## src/rtl/player_pkg.sv

```systemverilog
// player_pkg
//   Shared types and constants for the player movement scheduler.
//   move_t   : queued move command (2 bits).
//   state_t  : scheduler run state (RUN / FROZEN).
//   DROP_MAX : saturation value of the dropped-request counter.
//   decode_req() turns a left/right request pair into a move command;
//   simultaneous requests cancel each other.
package player_pkg;

  typedef enum logic [1:0] {
    MV_NONE  = 2'd0,
    MV_LEFT  = 2'd1,
    MV_RIGHT = 2'd2
  } move_t;

  typedef enum logic {
    RUN    = 1'b0,
    FROZEN = 1'b1
  } state_t;

  localparam logic [7:0] DROP_MAX = 8'hFF;

  function automatic move_t decode_req(input logic left_req, input logic right_req);
    move_t cmd;
    cmd = MV_NONE;
    if (left_req && !right_req) begin
      cmd = MV_LEFT;
    end else if (right_req && !left_req) begin
      cmd = MV_RIGHT;
    end
    return cmd;
  endfunction

endpackage

```

## src/rtl/move_fifo.sv

```systemverilog
// move_fifo
//   DEPTH-entry synchronous FIFO of move_t commands with a registered
//   show-ahead head output.
//   Ports:
//     CLK, RST     : clock, synchronous active-high reset
//     push, din    : write din at the tail (accepted when not full, or when
//                    a pop happens in the same cycle)
//     pop          : remove the head entry (ignored when empty)
//     flush        : empty the FIFO; overrides push and pop
//     head         : current head entry (valid when !empty)
//     empty, full  : occupancy flags, derived from the count register
module move_fifo
  import player_pkg::*;
#(
  parameter int DEPTH = 4
) (
  input  logic  CLK,
  input  logic  RST,
  input  logic  push,
  input  move_t din,
  input  logic  pop,
  input  logic  flush,
  output move_t head,
  output logic  empty,
  output logic  full
);

  // DEPTH is a power of two, so the pointers wrap naturally.
  localparam int PW = (DEPTH > 1) ? $clog2(DEPTH) : 1;
  localparam int CW = $clog2(DEPTH + 1);
  localparam logic [CW-1:0] CNT_FULL = CW'(DEPTH);

  move_t          mem_reg [DEPTH];
  logic [PW-1:0]  wr_ptr_reg, wr_ptr_next;
  logic [PW-1:0]  rd_ptr_reg, rd_ptr_next;
  logic [CW-1:0]  count_reg, count_next;
  move_t          head_reg, head_next;
  logic           push_ok, pop_ok;

  assign empty   = (count_reg == '0);
  assign full    = (count_reg == CNT_FULL);
  assign pop_ok  = pop && !empty && !flush;
  assign push_ok = push && (!full || pop_ok) && !flush;
  assign head    = head_reg;

  always_comb begin
    rd_ptr_next = rd_ptr_reg + PW'(pop_ok);
    wr_ptr_next = wr_ptr_reg + PW'(push_ok);
    count_next  = count_reg + CW'(push_ok) - CW'(pop_ok);
    // The head register is loaded one edge ahead. When the write slot is the
    // next read slot, the queue is (or becomes) empty before this push, so the
    // incoming command is the new head and the array is not yet written.
    if (push_ok && (wr_ptr_reg == rd_ptr_next)) begin
      head_next = din;
    end else begin
      head_next = mem_reg[rd_ptr_next];
    end
    if (flush) begin
      rd_ptr_next = '0;
      wr_ptr_next = '0;
      count_next  = '0;
      head_next   = MV_NONE;
    end
  end

  always_ff @(posedge CLK) begin
    if (push_ok) begin
      mem_reg[wr_ptr_reg] <= din;
    end
  end

  always_ff @(posedge CLK) begin
    if (RST) begin
      wr_ptr_reg <= '0;
      rd_ptr_reg <= '0;
      count_reg  <= '0;
      head_reg   <= MV_NONE;
    end else begin
      wr_ptr_reg <= wr_ptr_next;
      rd_ptr_reg <= rd_ptr_next;
      count_reg  <= count_next;
      head_reg   <= head_next;
    end
  end

endmodule

```

## src/rtl/player_move_scheduler.sv

```systemverilog
// player_move_scheduler
//   Buffers left/right key pulses in a small move queue and applies at most
//   one move per game tick to the registered, clamped player column. All
//   movement is suspended while freeze is high; entering the frozen state
//   flushes the queue, and leaving it consumes one idle tick.
//   Optional feature macro: AUTOREPEAT_EN (held keys inject synthetic pulses
//   every REPEAT_CYCLES cycles). Without it left_held/right_held are unused.
//   Ports:
//     CLK, RST                 : clock, synchronous active-high reset
//     left_pulse, right_pulse  : one-cycle move requests
//     tick                     : one-cycle game-frame strobe
//     freeze                   : level, high = paused / game over
//     left_held, right_held    : raw key levels (auto-repeat only)
//     player_col               : current player column, 0..COLS-1
//     moved                    : one-cycle pulse after player_col changed
//     queue_full               : queue holds DEPTH entries
//     drop_cnt                 : saturating count of requests lost to a full queue
module player_move_scheduler
  import player_pkg::*;
#(
  parameter int COLS          = 8,
  parameter int DEPTH         = 4,
  parameter int REPEAT_CYCLES = 25000000
) (
  input  logic                     CLK,
  input  logic                     RST,
  input  logic                     left_pulse,
  input  logic                     right_pulse,
  input  logic                     tick,
  input  logic                     freeze,
  input  logic                     left_held,
  input  logic                     right_held,
  output logic [$clog2(COLS)-1:0]  player_col,
  output logic                     moved,
  output logic                     queue_full,
  output logic [7:0]               drop_cnt
);

  localparam int CW = $clog2(COLS);
  localparam logic [CW-1:0] COL_MAX  = CW'(COLS - 1);
  localparam logic [CW-1:0] COL_INIT = CW'(COLS / 2);

  logic left_req, right_req;

`ifdef AUTOREPEAT_EN
  localparam int RW = (REPEAT_CYCLES > 1) ? $clog2(REPEAT_CYCLES) : 1;
  localparam logic [RW-1:0] REP_LAST = RW'(REPEAT_CYCLES - 1);

  logic [1:0] held_vec;
  logic [1:0] syn_pulse;

  assign held_vec = {right_held, left_held};

  // Index 0 = left, 1 = right. A counter restarts whenever it fires or its
  // key is released, so a long hold yields one pulse every REPEAT_CYCLES.
  generate
    for (genvar gi = 0; gi < 2; gi++) begin : g_repeat
      logic [RW-1:0] rep_cnt_reg;

      assign syn_pulse[gi] = held_vec[gi] && (rep_cnt_reg == REP_LAST);

      always_ff @(posedge CLK) begin
        if (RST || !held_vec[gi] || syn_pulse[gi]) begin
          rep_cnt_reg <= '0;
        end else begin
          rep_cnt_reg <= rep_cnt_reg + RW'(1);
        end
      end
    end
  endgenerate

  // Synthetic pulses merge with the real ones, so opposite directions in the
  // same cycle cancel in the normal decode.
  assign left_req  = left_pulse  | syn_pulse[0];
  assign right_req = right_pulse | syn_pulse[1];
`else
  logic unused_held;
  assign unused_held = left_held ^ right_held;
  assign left_req    = left_pulse;
  assign right_req   = right_pulse;
`endif

  // ---------------------------------------------------------------- FSM
  state_t state_reg, state_next;
  logic   run_active;
  logic   flush;

  always_ff @(posedge CLK) begin
    if (RST) begin
      state_reg <= RUN;
    end else begin
      state_reg <= state_next;
    end
  end

  always_comb begin
    state_next = state_reg;
    case (state_reg)
      RUN:     if (freeze) state_next = FROZEN;
      FROZEN:  if (tick && !freeze) state_next = RUN;
      default: state_next = RUN;
    endcase
  end

  // The cycle that enters FROZEN already suspends movement and flushes;
  // the tick that returns to RUN is spent leaving FROZEN and pops nothing.
  always_comb begin
    run_active = 1'b0;
    flush      = 1'b0;
    case (state_reg)
      RUN: begin
        if (freeze) flush = 1'b1;
        else        run_active = 1'b1;
      end
      default: ;
    endcase
  end

  // ---------------------------------------------------------------- queue
  move_t req_cmd;
  move_t fifo_head;
  logic  fifo_empty, fifo_full;
  logic  push, pop, drop;

  assign req_cmd = decode_req(left_req, right_req);
  assign push    = run_active && (req_cmd != MV_NONE);
  assign pop     = run_active && tick && !fifo_empty;
  // A full queue still accepts a push when the head leaves in the same cycle.
  assign drop    = push && fifo_full && !pop;

  move_fifo #(
    .DEPTH (DEPTH)
  ) u_fifo (
    .CLK   (CLK),
    .RST   (RST),
    .push  (push),
    .din   (req_cmd),
    .pop   (pop),
    .flush (flush),
    .head  (fifo_head),
    .empty (fifo_empty),
    .full  (fifo_full)
  );

  // ---------------------------------------------------------------- column
  logic [CW-1:0] col_reg, col_next;
  logic          moved_reg;
  logic [7:0]    drop_reg;

  // Clamped moves are still consumed by the pop; only the column stays put.
  always_comb begin
    col_next = col_reg;
    if (pop) begin
      case (fifo_head)
        MV_LEFT:  if (col_reg != '0)      col_next = col_reg - CW'(1);
        MV_RIGHT: if (col_reg != COL_MAX) col_next = col_reg + CW'(1);
        default: ;
      endcase
    end
  end

  always_ff @(posedge CLK) begin
    if (RST) begin
      col_reg   <= COL_INIT;
      moved_reg <= 1'b0;
      drop_reg  <= '0;
    end else begin
      col_reg   <= col_next;
      moved_reg <= (col_next != col_reg);
      if (drop && (drop_reg != DROP_MAX)) begin
        drop_reg <= drop_reg + 8'd1;
      end
    end
  end

  assign player_col = col_reg;
  assign moved      = moved_reg;
  assign queue_full = fifo_full;
  assign drop_cnt   = drop_reg;

endmodule

```

## config.mk

```make
export PLATFORM = sky130hd
export DESIGN_NAME = player_move_scheduler
export DESIGN_NICKNAME = d
export VERILOG_FILES = /design/src/rtl/player_pkg.sv /design/src/rtl/move_fifo.sv /design/src/rtl/player_move_scheduler.sv
export SDC_FILE = /design/constraint.sdc
export NUM_CORES = 1
export LEC_CHECK = 0
export CORE_MARGIN = 3
export CORE_UTILIZATION = 30
export CTS_CLUSTER_SIZE = 20
export DETAILED_ROUTE_END_ITERATION = 10
export GPL_ROUTABILITY_DRIVEN = 1
export PLACE_DENSITY_LB_ADDON = 0.08
export SLEW_MARGIN = 20
export SYNTH_ARGS = -nofsm -noshare
export SYNTH_HDL_FRONTEND = slang
export SYNTH_SLANG_ARGS = --single-unit
```

## constraint.sdc

```tcl
create_clock -name CLK -period 2.1 [get_ports CLK]
set_input_delay 0.315 -clock CLK [delete_from_list [all_inputs] [get_ports CLK]]
set_output_delay 0.315 -clock CLK [all_outputs]
set_load 0.01 [all_outputs]
```

Word level (Yosys, flattened, before mapping) --
Memories as Yosys holds them, arrays and structs flattened. A register that Yosys moved wholly into a read port is not among the register bits. Cells that the tools add are included.
Operators by class: eq/ne operators 6, mux-type cells 14, reductions and logical operators 25, bitwise operators 1, $add $sub $neg 7
Operators by type and width (count):
- logical AND 1 bit | 13
- 2-to-1 mux 3 bit | 3
- adder 8 x 1 -> 8 bit, second input constant | 1
- inequality test 8 bit, second input constant | 1
- zero test 1 bit | 7
- 2-to-1 mux 1 bit | 7
- one-hot mux 3 bit (2 select lines) | 1
- adder 2 x 1 -> 2 bit | 2
- 2-to-1 mux 2 bit | 2
- adder 3 x 1 -> 3 bit | 1
- adder 3 x 1 -> 3 bit, second input constant | 1
- == test 3 bit, second input constant | 1
- zero test 3 bit | 1
- inequality test 3 bit | 1
- inequality test 3 bit, second input constant | 1
- nonzero test 3 bit | 1
- subtractor 3 x 1 -> 3 bit | 1
- subtractor 3 x 1 -> 3 bit, second input constant | 1
- == test 2 x 1 -> 1 bit, second input constant | 1
- == test 2 bit, second input constant | 1
- one-hot mux 1 bit (2 select lines) | 1
- nonzero test 2 bit | 1
- OR reduction 2 bit | 1
- logical OR 1 bit | 1
- inverter 1 bit | 1
Word-level totals: output and inout port bits 13, logic and storage cells 61, memories kept 1, flip-flop bits (word level) 20, RAM bits 8
Memory list:
- u_fifo.mem_reg | depth 4, bits a word 2, rd ports 1, clocked after Yosys merged registers in 1, write ports 1, RTL line move_fifo.sv:33 | move_t mem_reg [DEPTH];

Longest topological paths before layout --
depth after elaboration 11, gate-level depth with buffers 9

By module --
A second synthesis with hierarchy kept.
Unflattened totals: cells, all modules 160, area total of the unflattened synthesis 1621.6 µm²
Modules (own cells, without submodules):
- player_move_scheduler | cells an instance 101, times used 1, area an instance 860.8 µm²
- move_fifo | cells an instance 59, times used 1, area an instance 760.7 µm²

Worst setup path before layout --
No wires, ideal clock.
path type reg-to-reg, from reg u_fifo.count_reg[1], to reg u_fifo.count_reg[2], data arrival time 2139 ps, setup slack -154 ps, buffers on the path 0, cell stages (with the launch flop) 10, clock period less this slack 2254 ps, library setup time 115 ps, cells stage by stage dfxtp_1 or3_1 and3_2 ha_1 inv_1 ha_1 fa_1 xnor2_1 xnor2_1 nor2_1
On the way: cells in the longest elaborated chain, start to end 10
Ends and longest elaborated chain:
- from (decl) | RTL line move_fifo.sv:36 | logic [CW-1:0] count_reg, count_next;
- from (signal assigned) | RTL line move_fifo.sv:81 | count_reg <= count_next;
- zero test 3 bit | RTL line move_fifo.sv:40 | assign empty = (count_reg == '0);
- zero test 1 bit | RTL line move_fifo.sv:42, player_move_scheduler.sv:127
- logical AND 1 bit | RTL line player_move_scheduler.sv:127 | assign pop = run_active && tick && !fifo_empty;
- logical AND 1 bit (2 in a row) | RTL line move_fifo.sv:42 | assign pop_ok = pop && !empty && !flush;
- logical OR 1 bit | RTL line move_fifo.sv:43 | assign push_ok = push && (!full || pop_ok) && !flush;
- logical AND 1 bit (2 in a row) | RTL line move_fifo.sv:43
- adder 3 x 1 -> 3 bit | RTL line move_fifo.sv:49 | count_next = count_reg + CW'(push_ok) - CW'(pop_ok);
- subtractor 3 x 1 -> 3 bit * | RTL line move_fifo.sv:49
Mark *: on every way between the ends. The rest lies on a longest branch, timed or not. A chain may end at the register's enable or synchronous reset.

Worst setup path in the final report --
from reg u_fifo.count_reg[2], to reg u_fifo.count_reg[2]
The elaborated chain is that of the path after synthesis.

==> run_results.csv <==
group,metric,value,unit
critical_path,end_kind,"flop",
outcome,run_status,"completed",
critical_path,crit_path_end,"u_fifo.count_reg[2]",
drt,drc_errors,0,
sta,final-setup-viol-count,0,
power,p_leak,0.848,nW
place,gp_congestion,0.801,
synthesis,ys_seq_area_share,41.4,%
cts,cts.sink_count,30,
cts,cts_inserted_buffers,5,
final_layout,synthToLayoutAreaGrowth,37.8,%
drt,first_pass_iters,4,
critical_path,r2r-start,"u_fifo.count_reg[2]",
synthesis,synth_nets,190,
synthesis,async_reset_ff_share,0,%
sta,slew_headroom,70.8,%
critical_path,cp-start-kind,"flop",
synthesis,syn_area_per_cell,9.73,µm²
synthesis,synth_ff_type,"dfxtp_1",
job,maxCapViolCount,0,
synthesis,synthDistinctLibCells,47,
global_route,grt_max_degree,15,
critical_path,crit_path_start,"u_fifo.count_reg[2]",
cts,clk_transition_reported_paths,0.06,ns
floorplanning,io_pins,21,
final_layout,utilization,43.5,%
global_route,grt_pass1_vias,1363,
final_layout,layout-drive-gt1-share,26.4,%
sta,maxSlewViolCount,0,
synthesis,yosysTopAreaCellShare,26.8,%
cts,cts_hold_buf,0,
global_route,gr-total-overflow,0,
critical_path,r2r_slack,0.002,ns
sta,grt_setup_unrepaired,"yes",
floorplanning,dieArea,6400,µm²
synthesis,netlist_instances,169,
cts,clockBufferDepth,2,
place,placed_area,2070,µm²
critical_path,critical_path_class,"reg -> reg",
synthesis,netlist.top_cell.by_area,"dfxtp_1",
global_route,antenna_found_initial,0,
sta,finClkSkew,0.00848,ns
final_layout,diodes,0,
final_layout,regArea,684,µm²
floorplanning,core.rowCount,26,
place,portBuffers,18,
place,post-dp-hpwl,2800,µm
power,ir_drop,0.000277,V
floorplanning,die_x,80.0,µm
cts,cts_max_level,2,
drt,routed_wl,3620,µm
sta,fmax,0.477,GHz
drt,wl_per_cell,13.0,µm
cts,cts-root-buf,"clkbuf_8",
cts,clk_latency,0.28,ns
floorplanning,die_h,80.0,µm
hold_path,hp-class,"in -> reg",
floorplanning,start_util,31.6,%
sta,worst_pin_slew,0.433,ns
critical_path,crit_arrival,2.27,ns
floorplanning,core_area,5200,µm²
critical_path,cp_max_fo,2,
drt,drt_iter0_drc,68,
synthesis,synth_area_leaders,"dfxtp_1 27%, edfxtp_1 15%, ha_1 9.1%, a21oi_1 4.0%, o21ai_0 3.0%",
global_route,grt_pass1_wl,6310,µm
global_route,grt_usage,12.8,%
power,p_total,1.36,mW
drt,postRouteAntennaNets,0,
final_layout,fill_cells,501,
final_layout,multi_input_area,1010,µm²
drt,vias_per_cell,4.89,
sta,hold_viol,0,
synthesis,synth_most_common_cell,"dfxtp_1",
synthesis,netlist_top_cells_count,"22 x dfxtp_1, 13 x a21oi_1, 13 x inv_1, 13 x nand2_1, 12 x ha_1",
critical_path,rr_worst_depth,9,
synthesis,ys_ff_latch,30,
critical_path,required,2.27,ns
synthesis,synth_warnings,0,
critical_path,timing.rr.end,"u_fifo.count_reg[2]",
drt,vias,1360,
final_layout,design_area,2270,µm²
sta,timing.final.crit_share,99.9,%
cts,cts_tree,"done",
synthesis,synth-edff-count,8,
sta,hold-worst-slack,0.508,ns
sta,period_needed,2.10,ns
final_layout,nets,228,
power,power_density,600,nW/µm²
synthesis,syn_area,1640,µm²
## where the power goes
group	total (mW)	internal, mW	leakage [nW]	switching (mW)
combinational	0.173	0.0941	0.543	0.0784
clock	0.571	0.353	0.0514	0.217
sequential	0.618	0.607	0.253	0.0109
total	1.36	1.05	0.848	0.306
## cell type report
class	count	area share, %
tap	70	3.87
multi-input combinational	122	44.7
inverter	13	2.15
timing repair buffer	35	14.2
clock inverter	2	1.66
sequential	30	30.2
clock buffer	6	3.20
## worst max-delay path: stages (launching register included)
cell and delay, ns:
dfxtp_2 0.32, or3_4 0.38, and3_4 0.18, ha_4 0.26, inv_2 0.04, ha_4 0.15, fa_2 0.35, xnor2_2 0.14
xnor2_1 0.13, nor2_1 0.05
## metal layers
metal  part of all wire (%)  routed length [µm]  track usage, %  up-vias
met4                    1.8                  65            5.57        0
met3                    5.2                 190            3.61        7
met2                     48                1760            20.8       30
met5                      0                   0               0        -
li1                       -                   -               -      686
met1                     44                1610            15.7      637
## cells by family after synthesis
group,Yosys count,share of synthesized area (%)
buffers and inverters,17,4.03
DFF,30,41.4
muxes,2,2.74
adders and majority gates,13,10.3
xor gates and xnor gates,7,4.57
AOI/OAI and AO/OA,34,12.3
and+or+nand+nor,66,24.6
## worst min-delay path by stage
| stage | cells after the start | slack (ns) | to | startpoint |
|---|---|---|---|---|
| 3_3_place_gp | 2 | 0.50 | drop_cnt[5] | drop_cnt[5] |
| 5_1_grt | 3 | 0.52 | u_fifo.mem_reg[1][1] | left_pulse |
| 3_5_place_dp | 2 | 0.53 | drop_cnt[3] | drop_cnt[3] |
| 4_1_cts | 2 | 0.54 | drop_cnt[3] | drop_cnt[3] |
| 6_report | 3 | 0.51 | u_fifo.mem_reg[3][1] | left_pulse |
| 2_1_floorplan | 1 | 0.39 | drop_cnt[6] | RST |
## cell usage in the layout (no fill, tap or decap), types with 3 or more instances in the layout
cell / netlist / final
dfxtp_1: 22 / 19
clkdlybuf4s50_1: 0 / 17
buf_4: 0 / 14
nand2_1: 13 / 13
inv_1: 13 / 11
a21oi_1: 13 / 11
o21ai_0: 10 / 10
nor2_1: 9 / 8
ha_1: 12 / 8
edfxtp_1: 8 / 8
and2_1: 6 / 6
nand3_1: 5 / 5
clkbuf_8: 0 / 5
ha_4: 0 / 4
nand4_1: 3 / 3
nand3b_1: 3 / 3
buf_6: 0 / 3
dfxtp_2: 0 / 3
## per-stage QoR
stage	cells	setup TNS [ns]	setup WS [ns]
floorplan	169	-0.0115	-0.0115
global placement	269	-3.42	-0.312
detailed placement	269	-4.33	-0.362
CTS	277	-0.00577	-0.00577
global route	278	-0.0663	-0.0663
finish	278	0	0.00170
## timing repair
action	CTS	global route
resized for setup	4	13
endpoints found under the setup margin	8	9
cloned	0	0
pin swaps	4	3
endpoints found under the hold margin	0	0
setup buffers	0	1
No activity file was read; power rests on OpenSTA's default activity.
